### src/rtl/bus_arbiter4_if.sv
// Bus arbiter handshake bundle. "master" is the requester/memory side
// of the arbiter; "slave" is the arbiter itself.
interface bus_arbiter4_if;
    logic [3:0] req;
    logic       mem_ack;
    logic [3:0] grant;
    logic [1:0] select;
    logic       mem_req;
    logic [3:0] done;
    logic [3:0] timeout;
    logic       busy;

    modport master (
        output req, mem_ack,
        input  grant, select, mem_req, done, timeout, busy
    );

    modport slave (
        input  req, mem_ack,
        output grant, select, mem_req, done, timeout, busy
    );
endinterface

### src/rtl/bus_arbiter4.sv
// Four-master round-robin arbiter in front of the address/data bus mux.
// It grants one master at a time and runs the single-beat req/ack
// handshake toward memory. A watchdog ends any transaction that memory
// never acknowledges.
//
// state      | meaning
// -----------+-----------------------------------------------------------
// ST_IDLE    | no owner; pick the next requester starting at ptr
// ST_BUSY    | grant held, mem_req high, waiting for ack or watchdog
// ST_RELEASE | one dead cycle with grant and mem_req low before next grant
module bus_arbiter4 #(
    parameter int TIMEOUT_CYCLES = 16
) (
    input  logic         clk,
    input  logic         reset_n,
    bus_arbiter4_if.slave bus
);

    typedef enum logic [1:0] {
        ST_IDLE    = 2'd0,
        ST_BUSY    = 2'd1,
        ST_RELEASE = 2'd2
    } state_t;

    // TIMEOUT_CYCLES of 0 turns the watchdog off. In that case the
    // compare value is never used.
    localparam bit         TO_EN   = (TIMEOUT_CYCLES != 0);
    localparam logic [7:0] TO_LAST = TO_EN ? 8'(TIMEOUT_CYCLES - 1) : 8'd0;

    state_t     state_q, state_d;
    logic [1:0] ptr_q, ptr_d;
    logic [1:0] select_q, select_d;
    logic [3:0] grant_q, grant_d;
    logic [3:0] done_q, done_d;
    logic [3:0] timeout_q, timeout_d;
    logic [7:0] cnt_q, cnt_d;

    logic [1:0] pick;
    logic       found;
    logic [1:0] idx;

    // Round-robin search: the first requester at or after ptr, mod 4.
    always_comb begin
        pick  = ptr_q;
        found = 1'b0;
        idx   = 2'd0;
        for (int i = 0; i < 4; i++) begin
            idx = ptr_q + 2'(i);
            if (!found && bus.req[idx]) begin
                pick  = idx;
                found = 1'b1;
            end
        end
    end

    // Next-state logic and registered outputs.
    // done and timeout are pulses, so they default to zero.
    // select is kept outside BUSY so the mux output does not move.
    always_comb begin
        state_d   = state_q;
        ptr_d     = ptr_q;
        select_d  = select_q;
        grant_d   = grant_q;
        cnt_d     = cnt_q;
        done_d    = 4'd0;
        timeout_d = 4'd0;
        unique case (state_q)
            ST_IDLE: begin
                if (found) begin
                    select_d = pick;
                    grant_d  = 4'b0001 << pick;
                    cnt_d    = 8'd0;
                    state_d  = ST_BUSY;
                end
            end
            ST_BUSY: begin
                if (bus.mem_ack) begin
                    done_d  = 4'b0001 << select_q;
                    ptr_d   = select_q + 2'd1;
                    grant_d = 4'd0;
                    state_d = ST_RELEASE;
                end else if (TO_EN && (cnt_q == TO_LAST)) begin
                    timeout_d = 4'b0001 << select_q;
                    ptr_d     = select_q + 2'd1;
                    grant_d   = 4'd0;
                    state_d   = ST_RELEASE;
                end else if (cnt_q != 8'hFF) begin
                    cnt_d = cnt_q + 8'd1;
                end
            end
            ST_RELEASE: begin
                state_d = ST_IDLE;
            end
            default: begin
                grant_d = 4'd0;
                state_d = ST_IDLE;
            end
        endcase
    end

    // State and output registers. An async reset clears the grant at once.
    always_ff @(posedge clk or negedge reset_n) begin
        if (!reset_n) begin
            state_q   <= ST_IDLE;
            ptr_q     <= 2'd0;
            select_q  <= 2'd0;
            grant_q   <= 4'd0;
            done_q    <= 4'd0;
            timeout_q <= 4'd0;
            cnt_q     <= 8'd0;
        end else begin
            state_q   <= state_d;
            ptr_q     <= ptr_d;
            select_q  <= select_d;
            grant_q   <= grant_d;
            done_q    <= done_d;
            timeout_q <= timeout_d;
            cnt_q     <= cnt_d;
        end
    end

    assign bus.grant   = grant_q;
    assign bus.select  = select_q;
    assign bus.done    = done_q;
    assign bus.timeout = timeout_q;
    assign bus.mem_req = (state_q == ST_BUSY);
    assign bus.busy    = (state_q == ST_BUSY) || (state_q == ST_RELEASE);

endmodule

### src/flat_wrapper.sv
// flat-port wrapper written by rule: the top's interface ports become plain ports
module bus_arbiter4_flat 
#(
    parameter int TIMEOUT_CYCLES = 16
)
  (clk, reset_n, bus_req, bus_mem_ack, bus_grant, bus_select, bus_mem_req, bus_done, bus_timeout, bus_busy);
  bus_arbiter4_if bus_i ();
  input  logic clk;
  input  logic reset_n;
  input wire logic [$bits(bus_i.req)-1:0] bus_req;
  input wire logic [$bits(bus_i.mem_ack)-1:0] bus_mem_ack;
  output wire logic [$bits(bus_i.grant)-1:0] bus_grant;
  output wire logic [$bits(bus_i.select)-1:0] bus_select;
  output wire logic [$bits(bus_i.mem_req)-1:0] bus_mem_req;
  output wire logic [$bits(bus_i.done)-1:0] bus_done;
  output wire logic [$bits(bus_i.timeout)-1:0] bus_timeout;
  output wire logic [$bits(bus_i.busy)-1:0] bus_busy;
  assign bus_i.req = bus_req;
  assign bus_i.mem_ack = bus_mem_ack;
  assign bus_grant = bus_i.grant;
  assign bus_select = bus_i.select;
  assign bus_mem_req = bus_i.mem_req;
  assign bus_done = bus_i.done;
  assign bus_timeout = bus_i.timeout;
  assign bus_busy = bus_i.busy;
  bus_arbiter4 #(.TIMEOUT_CYCLES(TIMEOUT_CYCLES)) u_core (.clk(clk), .reset_n(reset_n), .bus(bus_i));
endmodule
### config.mk
export PLATFORM = sky130hd
export DESIGN_NAME = bus_arbiter4_flat
export DESIGN_NICKNAME = d
export VERILOG_FILES = /design/src/rtl/bus_arbiter4_if.sv /design/src/rtl/bus_arbiter4.sv /design/src/flat_wrapper.sv
export SDC_FILE = /design/constraint.sdc
export NUM_CORES = 1
export LEC_CHECK = 0
export CAP_MARGIN = 20
export CORE_ASPECT_RATIO = 0.9
export CORE_MARGIN = 8
export CORE_UTILIZATION = 48
export DETAILED_ROUTE_END_ITERATION = 10
export GPL_TIMING_DRIVEN = 0
export PLACE_DENSITY = 0.73
export SYNTH_ARGS = -nofsm -noshare
export SYNTH_HDL_FRONTEND = slang
export SYNTH_SLANG_ARGS = --single-unit
### constraint.sdc
create_clock -name clk -period 1.9 [get_ports clk]
set_input_delay 0.285 -clock clk [delete_from_list [all_inputs] [get_ports clk]]
set_output_delay 0.285 -clock clk [all_outputs]
set_load 0.02 [all_outputs]
Word-level counts from Yosys, hierarchy flattened
Index checks and enable logic that the tools add are counted.

Word-level logic and storage cells: 78. Output and inout bits: 16. Input bits: 7. Register bits after elaboration: 26.

Add/sub/neg operators: 5. Order comparisons: 4. Bitwise operators: 1. Reduce and logical (&&, ||, !) cells: 15. Shift operators: 2. Muxes and demuxes: 35. Eq/ne operators: 9.

Operators with widths (count): 2-to-1 mux 4 bit (8); 2-to-1 mux 8 bit (4); 2-to-1 mux 2 bit (8); one-hot mux 8 bit (2 select lines) (1); < comparator 2 x 3 -> 1 bit, second input constant (4); one-hot mux 4 bit (3 select lines) (1); adder 8 x 1 -> 8 bit, second input constant (1); binary-select mux 1 bit (select 2 bit) (4); equality test 8 x 4 -> 1 bit, second input constant (1); 2-to-1 mux 1 bit (8); != test 8 bit, second input constant (1); left shift 1 x 2 -> 4 bit, first input constant (2); AND reduction 2 bit (3); AND reduction 5 bit (1); adder 2 x 1 -> 2 bit, second input constant (2); adder 2 bit, second input constant (2); != test 2 x 1 -> 1 bit, second input constant (2); != test 2 bit, second input constant (2); one-hot mux 2 bit (2 select lines) (1); nonzero test 2 bit (2); logical AND 1 bit (3); zero test 1 bit (3); != test 3 x 2 -> 1 bit, second input constant (1); AND reduction 3 bit (1); other kinds (5) (5).

Depth between registers and ports, before layout
Depth in word-level cells: 15. Depth in mapped cells: 7. Mapped depth without buffers: 6.

Worst setup path before layout
No wires, ideal clock.

Path type: reg2reg. Start point: reg u_core.state_q[1]. End point: reg u_core.cnt_q[7]. Arrival: 1739 ps. Path buffers: 1. Cell stages (with the launch flop): 8. Data required time: 1770 ps. Library setup time: 130 ps. Slack: 32 ps. Clock period less this slack: 1868 ps. Cell sequence: dfrtp_1 -> inv_1 -> ha_1 -> buf_2 -> nor2_1 -> or4b_1 -> nor4_1 -> nor3b_1.

Word-level cells in the longest chain between the ends: 3. Elaborated cells on any way between the ends: 9. Those cells by class: eq/ne: 5; mux: 1; reduce/logical: 3.

RTL lines: start: declaration (line bus_arbiter4.sv:30) `state_t state_q, state_d;`; start signal: assignment (line bus_arbiter4.sv:112) `state_q <= state_d;`; equality test 2 x 1 -> 1 bit (*); named net bus_mem_req (line flat_wrapper.sv:14) `output wire logic [$bits(bus_i.mem_req)-1:0] bus_mem_req;`; != test 2 bit (no line), or another cell as far along; AND reduction 5 bit (no line); end signal: assignment (line bus_arbiter4.sv:118) `cnt_q <= cnt_d;`; end: declaration (line bus_arbiter4.sv:36) `logic [7:0] cnt_q, cnt_d;`.

The timed path passes the listed nets; every way through them passes the cells marked *. A chain may end at the register's enable or synchronous reset.

Worst setup path after layout
Start point: reg u_core.cnt_q[0]. End point: reg u_core.cnt_q[0].

Word-level cells in the longest chain between the ends: 5. Elaborated cells on any way between the ends: 10. Those cells by class: add/sub: 1; eq/ne: 4; mux: 4; reduce/logical: 1.

RTL lines: adder 8 x 1 -> 8 bit (line bus_arbiter4.sv:88) `cnt_d = cnt_q + 8'd1;`; 2-to-1 mux 8 bit (line bus_arbiter4.sv:87) `end else if (cnt_q != 8'hFF) begin`; 2-to-1 mux 8 bit (line bus_arbiter4.sv:82) `end else if (TO_EN && (cnt_q == TO_LAST)) begin`; 2-to-1 mux 8 bit (line bus_arbiter4.sv:77) `if (bus.mem_ack) begin`; one-hot mux 8 bit (2 select lines) (line bus_arbiter4.sv:67) `unique case (state_q)`.

Several ways; a longest one is shown, not always the timed one. The select of a mux whose other input is x is not followed.

==> metrics <==
mux cell area share after synthesis 0; cell taking the most area after synthesis dfrtp_1; WL met1 1572 µm; largest family of logic cells by synthesized area simple AND/OR/NAND/NOR gates; HPWL Detailed 2611 µm; CP Launch Type register; die area 5139 µm²; Area growth, synth to finish 26.07%; Post-Synth Adder-Cell Area 0.06728; most frequent cell after synthesis dfrtp_1; CTS Buf Count 3; depth of the CTS H-tree 1; commonest cells in the netlist 26 x dfrtp_1, 10 x inv_1, 9 x nand2_1, 9 x o21ai_0, 8 x ha_1; XOR/XNOR Fraction of Synth Area 0; Ys Warns 0; Finished Layout Cells 222; initial antenna violation count 0; vias in the first global route 1247; Peak supply drop 828.8 µV; crit-path cells ha_1, and4_4, and4_4, buf_6, or3_1, o311ai_1; 1st-pass router iterations 4; Synth Net Count 165; DR vias 1331; final worst path period need 1811 ps; critical path's most frequent cell and4_4; worst slew pin tran 553.6 ps; Placer Congestion 0.8743; Rows 19; post-route ant nets 0; Worst R2R Path Depth 6; worst rel slew slack 0.6298; Netlist cell types 46; # nets final 196; routed vias/inst 5.995; die span in x 74.69 µm; routed length per placed instance 15.40 µm; count of final hold-check violations 0; grt total ovfl 0; Crit path arrival time 2050 ps; number of flops mapped to enable cells by yosys 0; static leakage 0.8258 nW; Ant. Diodes 0; placed cells 215; CP max-delay cell dfrtp_1; Synth async-reset ratio 1.000; final critical-path setup slack 88.51 ps; run status finished, final reports clean; # IOs 23; CTS clk-pin slew, worst paths 150 ps; count of pins over their slew limit 0; CP Class register to register; DP Area 1788 µm²; Syn Std Cell Area 1488 µm²; global-route wire length before repair 5561 µm; skew final 7.426 ps; Initial Util 0.4967; port buffer count 22; Setup crit end kind register; wire length on met2 1593 µm; CTS Sinks 26; DR WL met3 183 µm; Worst R2R Start u_core.cnt_q[0]; Crit Path Max Fanout 9; share of the synthesized area in the top cell type 0.4373; final total power 2.279 mW; pin count of the biggest net entering global routing 19; Final Cycle Share 0.9534; clock insertion delay at the later pin of the skew report 330 ps; CP startpoint u_core.cnt_q[0]; initial drt markers 67; Util after Layout 0.6261; Floorplan Core Area 2995 µm²; post-synthesis register bit count 26; Compound-Gate Fraction of Synth Area 0.2086; top post-synthesis cells by area dfrtp_1 44%, ha_1 6.7%, o21ai_0 3.0%; Pwr per Cell Area 1215 nW/µm²; Root Driver clkbuf_4; post-synthesis simple-gate area fraction 0.2422; syn_area_per_cell 9.918 µm²; dominant synthesized flop cell dfrtp_1; worst slack, placed -165.2 ps; Worst path max stage delay 410 ps; share of layout cells above drive strength 1 0.1222; synthesized instance count 150; final instance area 1876 µm²; drc violations 0; TritonCTS clock tree built; clock tree buffer depth 2; Max-Cap Viols 0; worst hold path type input port to async pin; drt total wl 3419 µm; Die Height 68.82 µm; final setup violation count 0; hold_buf cts 0; fmax 552.0 MHz; Total GRT Usage 0.1393; Seq/Total Area, Yosys 0.4373; Critical Path RT 2140 ps; highest metal used met4
## worst paths after layout
| kind | end | slack, ps |
|---|---|---|
| hold reg to reg | u_core.bus.grant[0] | 520 |
| min in group clk | u_core.bus.grant[0] | 520 |
| setup reg to reg | u_core.cnt_q[0] | 90 |
| setup / recovery | u_core.cnt_q[0] | 90 |
| max in group asynchronous | u_core.bus.grant[2] | 1140 |
| hold / removal | u_core.cnt_q[2] | 290 |
## routing by layer
layer	vias to the layer above	GRT usage
li1	624	-
met1	657	0.1762
met2	40	0.2228
met3	10	0.02890
met4	0	0.06829
met5	-	0
## through the flow
step                hold WS, ps  TNS [ps]
finish                    288.0         0
global route              315.4    -14.00
CTS                       307.9    -9.287
detailed placement        494.7    -956.1
global placement          477.9    -627.9
floorplan                -10.59         0
## sequential cells by signal (all words and copies together) (netlist names)
| register | flops |
|---|---|
| u_core.ptr_q | 2 |
| u_core.state_q | 2 |
| u_core.bus.select | 2 |
| u_core.bus.grant | 4 |
| u_core.cnt_q | 8 |
| u_core.bus.timeout | 4 |
| u_core.bus.done | 4 |
## worst max-delay path, delay by kind of cell (launching register included)
family / cells / cell delay (ps)
buf+inv: 1 / 130
simple gates: 3 / 670
fa+ha+maj: 1 / 260
compound gates: 1 / 250
flops: 1 / 410
## where the power goes
group	internal, mW	total, mW	switching [mW]	leakage, nW
combinational	0.516	1.20	0.689	0.456
sequential	0.680	0.786	0.106	0.349
clock	0.117	0.288	0.170	0.0210
total	1.31	2.28	0.965	0.826
## timing repair
item / in CTS / in global routing
endpoints found under the setup margin: 3 / 7
gates resized for setup: 3 / 6
buffers inserted: 0 / 3
## layout make-up
cell class / instances / area, µm²
inverters: 10 / 37.54
flip-flops and latches: 26 / 650.6
repair buffers: 26 / 267.8
well taps: 42 / 52.55
clock buffers: 4 / 36.28
multi-input cells: 109 / 795.8
plain buffers: 5 / 35.03
fillers: 272 / 1120
## cell families after synthesis
group,Yosys count
adder cells (fa/ha/maj),8
AO/OA/AOI/OAI,44
flip-flops,26
buffers and inverters,15
AND/OR/NAND/NOR,57
## placed cells by master (no fill, tap or decap), drive strengths merged, types with 5 or more instances in the layout
master and n:
nand2 9, dfrtp 26, inv 10, clkbuf 6
ha 8, and2 6, o21ai 11, clkdlybuf4s50 20
o31ai 5, buf 7, nor3 6, nand3 7
and3 5
Power figures use the tool's default switching activity.
